[config.mk]
export PLATFORM = sky130hd
export DESIGN_NAME = ul_symb_window_gen
export DESIGN_NICKNAME = d
export VERILOG_FILES = /design/src/rtl/ul_timing_pkg.sv /design/src/rtl/ul_symb_window_gen.sv
export SDC_FILE = /design/constraint.sdc
export NUM_CORES = 1
export LEC_CHECK = 0
export BUFFER_PORTS_ARGS = -buffer_cell sky130_fd_sc_hd__buf_2
export CORE_MARGIN = 3
export CORE_UTILIZATION = 41
export DETAILED_ROUTE_END_ITERATION = 10
export PLACE_DENSITY = 0.79
export SLEW_MARGIN = 20
export SYNTH_ARGS = -nofsm -noshare
export SYNTH_HDL_FRONTEND = slang
export SYNTH_SLANG_ARGS = --single-unit
[constraint.sdc]
create_clock -name clk -period 2.2 [get_ports clk]
set_input_delay 0.11 -clock clk [delete_from_list [all_inputs] [get_ports clk]]
set_output_delay 0.11 -clock clk [all_outputs]
set_load 0.02 [all_outputs]
[src/rtl/ul_timing_pkg.sv]
// rtl/ul_timing_pkg.sv - shared uplink timing types, defaults and widths
package ul_timing_pkg;

    typedef enum logic [2:0] {
        ST_IDLE      = 3'd0,
        ST_WAIT_SLOT = 3'd1,
        ST_CP        = 3'd2,
        ST_BODY      = 3'd3,
        ST_GAP       = 3'd4
    } win_state_t;

    localparam int FFT_LEN_DEF   = 4096;
    localparam int CP_NORM_DEF   = 288;
    localparam int CP_LONG_DEF   = 352;
    localparam int SYMB_PER_SLOT = 14;
    localparam int SAMP_CNT_W    = 13;

endpackage

[src/rtl/ul_symb_window_gen.sv]
// rtl/ul_symb_window_gen.sv - uplink CP strip / FFT window generator with symbol-head alignment check
// Optional misalignment counter: define UL_SYMB_WIN_ERR_CNT_EN.
module ul_symb_window_gen
    import ul_timing_pkg::*;
#(
    parameter int FFT_LEN      = FFT_LEN_DEF,
    parameter int CP_NORM      = CP_NORM_DEF,
    parameter int CP_LONG      = CP_LONG_DEF,
    parameter int LONG_CP_SYMB = 0
) (
    input  logic        clk,
    input  logic        rst,
    input  logic        i_enable,
    input  logic        i_slot_head,
    input  logic        i_symb_head,
    input  logic [7:0]  i_slot_num,
    input  logic [3:0]  i_symb_num,
    input  logic        i_iq_vld,
    input  logic [31:0] i_iq_data,
    output logic        o_iq_vld,
    output logic [31:0] o_iq_data,
    output logic        o_sop,
    output logic        o_eop,
    output logic [7:0]  o_slot_num,
    output logic [3:0]  o_symb_num,
    output logic        o_err_align,
    output logic [15:0] o_err_cnt
);

    localparam logic [SAMP_CNT_W-1:0] FFT_LAST     = SAMP_CNT_W'(FFT_LEN - 1);
    localparam logic [SAMP_CNT_W-1:0] CP_NORM_LAST = SAMP_CNT_W'(CP_NORM - 1);
    localparam logic [SAMP_CNT_W-1:0] CP_LONG_LAST = SAMP_CNT_W'(CP_LONG - 1);
    localparam logic [3:0]            LONG_SYMB    = 4'(LONG_CP_SYMB);

    win_state_t            state, state_nxt;
    logic [SAMP_CNT_W-1:0] samp_cnt;
    logic [SAMP_CNT_W-1:0] cp_last;
    logic                  in_window;
    logic                  body_last;
    logic                  cp_done;
    logic                  symb_start;
    logic                  misalign;
    logic                  head_samp;
    logic                  fwd;
    logic                  sop_d;
    logic                  eop_d;

    // A head that lands on the final body sample closes the old window first,
    // so that cycle's sample is not counted as CP sample 0 of the new symbol.
    always_comb begin
        in_window  = (state == ST_CP) || (state == ST_BODY);
        body_last  = (state == ST_BODY) && i_iq_vld && (samp_cnt == FFT_LAST);
        cp_done    = (state == ST_CP) && i_iq_vld && (samp_cnt == cp_last);
        symb_start = i_enable && i_symb_head &&
                     (in_window || (state == ST_GAP) ||
                      ((state == ST_WAIT_SLOT) && i_slot_head));
        misalign   = symb_start && in_window && !body_last;
        head_samp  = symb_start && i_iq_vld && !body_last;
    end

    always_ff @(posedge clk) begin
        if (rst) begin
            state <= ST_IDLE;
        end else begin
            state <= state_nxt;
        end
    end

    always_comb begin
        state_nxt = state;
        if (!i_enable) begin
            state_nxt = ST_IDLE;
        end else if (symb_start) begin
            state_nxt = ST_CP;
        end else begin
            case (state)
                ST_IDLE: state_nxt = ST_WAIT_SLOT;
                ST_CP:   if (cp_done)   state_nxt = ST_BODY;
                ST_BODY: if (body_last) state_nxt = ST_GAP;
                default: state_nxt = state;
            endcase
        end
    end

    always_comb begin
        fwd   = i_enable && (state == ST_BODY) && i_iq_vld && !misalign;
        sop_d = fwd && (samp_cnt == '0);
        eop_d = fwd && body_last;
    end

    always_ff @(posedge clk) begin
        if (rst) begin
            samp_cnt   <= '0;
            cp_last    <= '0;
            o_iq_vld   <= 1'b0;
            o_iq_data  <= '0;
            o_sop      <= 1'b0;
            o_eop      <= 1'b0;
            o_slot_num <= '0;
            o_symb_num <= '0;
        end else begin
            o_iq_vld <= fwd;
            o_sop    <= sop_d;
            o_eop    <= eop_d;
            if (fwd) begin
                o_iq_data <= i_iq_data;
            end
            if (symb_start) begin
                o_slot_num <= i_slot_num;
                o_symb_num <= i_symb_num;
                cp_last    <= (i_symb_num == LONG_SYMB) ? CP_LONG_LAST : CP_NORM_LAST;
                samp_cnt   <= head_samp ? SAMP_CNT_W'(1) : '0;
            end else if (i_iq_vld && in_window) begin
                samp_cnt <= (cp_done || body_last) ? '0 : samp_cnt + SAMP_CNT_W'(1);
            end
        end
    end

`ifdef UL_SYMB_WIN_ERR_CNT_EN
    logic        err_align_q;
    logic [15:0] err_cnt_q;

    always_ff @(posedge clk) begin
        if (rst) begin
            err_align_q <= 1'b0;
            err_cnt_q   <= '0;
        end else begin
            err_align_q <= misalign;
            if (misalign && (err_cnt_q != 16'hFFFF)) begin
                err_cnt_q <= err_cnt_q + 16'd1;
            end
        end
    end

    assign o_err_align = err_align_q;
    assign o_err_cnt   = err_cnt_q;
`else
    assign o_err_align = 1'b0;
    assign o_err_cnt   = 16'd0;
`endif

endmodule

Word-level counts from Yosys, hierarchy flattened
Cells that the tools add are included.
Cells by class
  $add $sub $neg: 1
  equality and inequality tests: 10
  multiplexer cells: 9
  bitwise gates (word level): 1
  reductions and logical operators: 33
Operators with widths (number)
  $mux W13: 3
  $logic_and A1 B1 Y1: 17
  $add A13 B1 Y13 const B: 1
  $eq A13 B12 Y1 const B: 1
  $eq A13 B13 Y1: 1
  $logic_not A13 Y1: 1
  $pmux W3 S3: 1
  $mux W7: 1
  $eq A3 B2 Y1 const B: 2
  $mux W3: 2
  $ne A3 B3 Y1 const B: 2
  $reduce_and A3 Y1: 2
  $logic_not A4 Y1: 1
  $logic_or A1 B1 Y1: 4
  $ne A2 B2 Y1 const B: 2
  $reduce_bool A4 Y1: 1
  $eq A3 B1 Y1 const B: 1
  $eq A3 B3 Y1 const B: 1
  $logic_not A3 Y1: 1
  $reduce_bool A3 Y1: 1
  $reduce_or A3 Y1: 1
  $logic_not A1 Y1: 2
  $mux W2: 1
  $reduce_bool A2 Y1: 1
  other kinds (3): 3
Word-level totals
  flip-flop bits (word level): 76
  input bits: 50
  logic and storage cells: 64

Depth between registers and ports, before layout
  depth in word-level cells: 10
  mapped depth: 8
  mapped depth without buffers: 6

Worst setup path before layout
No wires, ideal clock.
  path kind: reg-to-reg
  start: register samp_cnt[0]
  end: register o_iq_data[31]
  setup time: 128 ps
  arrival time: 1568 ps
  data required time: 2072 ps
  slack: 504 ps
  cell stages (with the launch flop): 9
  clock period less this slack: 1696 ps
  cells stage by stage: dfxtp_1 ha_1 nand4_1 nor4_2 o21a_1 buf_6 buf_12 mux2i_1 nor2_1
Between the ends
  cells in the longest elaborated chain, start to end: 6
RTL lines
  start, declared: RTL line ul_symb_window_gen.sv:36  | logic [SAMP_CNT_W-1:0] samp_cnt;
  start signal, assigned: RTL line ul_symb_window_gen.sv:112  | samp_cnt <= head_samp ? SAMP_CNT_W'(1) : '0;
  start signal, assigned: RTL line ul_symb_window_gen.sv:114  | samp_cnt <= (cp_done || body_last) ? '0 : samp_cnt + SAMP_CNT_W'(1);
  $eq A13 B12 Y1: RTL line ul_symb_window_gen.sv:52  | body_last = (state == ST_BODY) && i_iq_vld && (samp_cnt == FFT_LAST);
  $logic_and A1 B1 Y1: RTL line ul_symb_window_gen.sv:52
  $logic_not A1 Y1: RTL line ul_symb_window_gen.sv:57  | misalign = symb_start && in_window && !body_last;
  $logic_and A1 B1 Y1: RTL line ul_symb_window_gen.sv:57
  $logic_not A1 Y1: RTL line ul_symb_window_gen.sv:86  | fwd = i_enable && (state == ST_BODY) && i_iq_vld && !misalign;
  $logic_and A1 B1 Y1: RTL line ul_symb_window_gen.sv:86
  end signal, assigned: RTL line ul_symb_window_gen.sv:106  | o_iq_data <= i_iq_data;
  end, declared: RTL line ul_symb_window_gen.sv:21  | output logic [31:0] o_iq_data,
No other way between the ends.
A chain may end at the register's enable or synchronous reset.

Worst setup path after layout
  start: register samp_cnt[0]
  end: register o_iq_data[24]
Same word-level chain as after synthesis.

==> impl_table.tex <==
\begin{tabular}{lr}
\hline
Metric & Value \\
\hline
\multicolumn{2}{l}{\textbf{Critical path}} \\
CP Capture Type & register \\
Cell family with the largest share of critical-path delay & flip-flops \\
Largest stage delay on the critical path & 0.46 ns \\
Worst r2r path cells & 7 \\
Startpoint type of the worst setup path & register \\
Cell Chain, Critical Path & ha\_1 > nand4\_1 > nor4\_2 > o21a\_2 > buf\_12 > mux2i\_1 > nor2\_1 \\
Critical-path cell with the highest stage delay & dfxtp\_1 \\
Required @ worst endpoint & 2.42 ns \\
Category of the most critical setup path & register to register \\
Number of stages on the worst setup path & 7 \\
Combined buffer and inverter count along the critical path & 1 \\
Worst path arrival time & 2.20 ns \\
Worst Path Max Fanout & 33 \\
\multicolumn{2}{l}{\textbf{GRT}} \\
Number of global-route vias before repair & 2239 \\
Final global-route overflow total & 0 \\
Number of antenna violations at the first check in global routing & 0 \\
Wire length of the first global-routing pass & 9922 µm \\
Maximum number of pins on one net before global-route repair & 39 \\
Global Route Usage Sum & 0.1609 \\
\multicolumn{2}{l}{\textbf{Drt}} \\
Routed wire per std cell & 13.18 µm \\
Total length of routed wires & 6590 µm \\
DRC violation count after routing & 0 \\
Vias per cell & 4.844 \\
Detailed-routing iteration count for the pre-antenna-repair pass & 4 \\
Count of antenna-violating nets left after detailed routing & 0 \\
Number of DRC violations after detailed-routing iteration 0 & 138 \\
Vias & 2422 \\
\multicolumn{2}{l}{\textbf{Die}} \\
Overall die area & 8037 µm² \\
Chip width & 89.65 µm \\
Die Span Y & 89.65 µm \\
Io pins & 114 \\
Effective utilization at floorplan & 0.4368 \\
Cell Rows & 29 \\
Placeable core area & 6568 µm² \\
\multicolumn{2}{l}{\textbf{STA}} \\
Final total negative setup slack & 0 ns \\
Maximum clock frequency & 0.5039 GHz \\
Count of final setup violators & 0 \\
Final critical delay including setup and external delays & 1.984 ns \\
Share of the clock period used by the worst path & 0.9020 \\
Unrepaired setup endpoints after global routing & no \\
Hold violation count in the final report & 0 \\
Worst clock skew on the final layout & 0.01479 ns \\
Final Max Tran Viols & 0 \\
Worst hold margin & 0.0009655 ns \\
Worst Setup Slack, final & 0.2156 ns \\
\multicolumn{2}{l}{\textbf{Place}} \\
Total of buffers placed on input and output ports & 96 \\
Setup slack after placement & 0.2699 ns \\
Placed wire-length estimate after detailed placement & 4623 µm \\
Global placement routability congestion & 0.8862 \\
\multicolumn{2}{l}{\textbf{Logic synthesis}} \\
Number of synthesized register bits & 65 \\
EDFF count, synth & 0 \\
Most used standard cell by instance count after synthesis & dfxtp\_1 \\
Syn\_area\_per\_cell & 9.628 µm² \\
Top cell types by occurrence after synthesis & dfxtp\_1 (65), nor2\_1 (64), mux2i\_1 (44) \\
Cell variety after synth & 47 \\
Leading register cell type out of synthesis & dfxtp\_1 \\
Share of Yosys cell area claimed by the top area cell type & 0.4536 \\
Synthesized cell area & 2869 µm² \\
Synth Warn \# & 0 \\
Top cell type by total area after synthesis & dfxtp\_1 \\
Post-synthesis instance total & 298 \\
Fraction of registers with async set/reset & 0 \\
Top cells by area in the synthesized netlist & dfxtp\_1 (45\%), mux2i\_1 (15\%), nor2\_1 (8.4\%) \\
Part of the Yosys area used for sequential elements & 0.4536 \\
\multicolumn{2}{l}{\textbf{Clock tree}} \\
Clk pin slew, worst setup/hold paths & 0.08 ns \\
Maximum clock path buffer count & 2 \\
Clock root buffer & clkbuf\_8 \\
Num CTS Buffers & 9 \\
H-tree depth reported by CTS & 3 \\
Insertion delay to the later sink of the worst-skew pair & 0.34 ns \\
Number of instances resized during post-cts repair & 0 \\
Hold Buf Count CTS & 8 \\
Number of clock sinks & 65 \\
Postcts setup bufs & 0 \\
TritonCTS clock tree & yes \\
\multicolumn{2}{l}{\textbf{Power and ir drop}} \\
Leakage power of the design & 1.651 nW \\
Peak supply drop & 359.2 µV \\
Overall Power & 0.002449 W \\
PwrDens & 675.0 nW/µm² \\
\multicolumn{2}{l}{\textbf{Min path}} \\
Worst min path class & primary input to register \\
Cell depth of the worst min-delay path & 3 \\
\multicolumn{2}{l}{\textbf{Cells and area}} \\
Share of final-layout standard cells stronger than drive strength 1 & 0.3096 \\
Area growth from synthesis to final layout & 26.47\% \\
Count of nets after finishing & 454 \\
Antenna cells & 0 \\
\multicolumn{2}{l}{\textbf{Job}} \\
Max\_cap viols & 0 \\
\multicolumn{2}{l}{\textbf{Status}} \\
Run status & finished clean \\
\hline
\end{tabular}
## final cells by class
cell class | count | area [µm²]
Tap cell | 93 | 116.4
Multi-Input combinational cell | 210 | 1359
Fill cell | 575 | 2939
Clock buffer | 10 | 127.6
Clock inverter | 6 | 91.34
Sequential cell | 65 | 1301
Timing Repair Buffer | 108 | 603.1
Inverter | 8 | 30.03
## state kept, by name, summed over array words and instances, names as in the netlist
| signal | cells |
|---|---|
| o_iq_data | 32 |
| samp_cnt | 13 |
| o_slot_num | 8 |
| o_symb_num | 4 |
| state | 3 |
| cp_last | 2 |
| o_eop | 1 |
| o_iq_vld | 1 |
| o_sop | 1 |
## tightest hold or removal path, stage by stage
cell	delay [ns]
buf_2	0.07
mux2i_1	0.06
nor2_1	0.07
## routing by layer
layer  GRT usage  share of wire  vias to the layer above
met5           0              0                        -
met4     0.08660          0.015                        0
met3     0.03650          0.074                       10
met2      0.2706           0.50                       98
met1      0.1898           0.41                     1116
li1            -              -                     1198
## power breakdown
part	internal [W]	total [W]	switching, W	leakage (nW)
logic	0.0000599	0.000142	0.0000822	1.02
clock network	0.000644	0.00112	0.000476	0.111
registers	0.00118	0.00119	0.00000489	0.524
total	0.00189	0.00245	0.000563	1.65
## cell families (layout without fill, tap and decap cells)
logic type | Yosys count | count (layout) | synth area share
other | 1 | 17 | 0.001307
adders and majority gates | 2 | 2 | 0.008721
buffers and inverters | 39 | 132 | 0.09420
and+or+nand+nor | 110 | 110 | 0.1906
AOI/OAI and AO/OA | 27 | 27 | 0.06761
muxes | 44 | 44 | 0.1535
DFF | 65 | 65 | 0.4536
xor gates and xnor gates | 10 | 10 | 0.03053
## placed cells by master (no fill, tap or decap), drive strengths merged, types with 2 or more instances in the layout
master       instances
dfxtp               65
nor2                64
o2bb2ai              3
xor2                 3
and3                 2
dlygate4sd3          8
clkinv               3
o22ai                2
xnor2                7
mux2i               44
inv                  9
conb                17
nor3                 4
or3                  2
or2                  2
a21boi               2
nand2                7
and4                 3
nand3b               4
nand4                5
nor4                 3
ha                   2
bufinv               2
buf                100
clkbuf              10
a21oi               12
nand4b               2
nand3                7
## path summary, 6_finish.rpt
kind | start | end | slack [ns]
hold reg to reg | o_iq_data[22] | o_iq_data[22] | 0.50
setup reg to reg | samp_cnt[0] | o_iq_data[24] | 0.22
setup / recovery | samp_cnt[0] | o_iq_data[24] | 0.22
hold / removal | i_iq_data[4] | o_iq_data[4] | 0.001
## metrics by stage
step | area, µm² | utilization | cells
floorplan | 2929 | - | 314
global placement | 3329 | 0.5070 | 476
detailed placement | 3329 | 0.5070 | 476
CTS | 3628 | 0.5525 | 500
global route | 3628 | 0.5525 | 500
finish | 3628 | 0.5525 | 500
No activity file was read; power rests on OpenSTA's default activity.
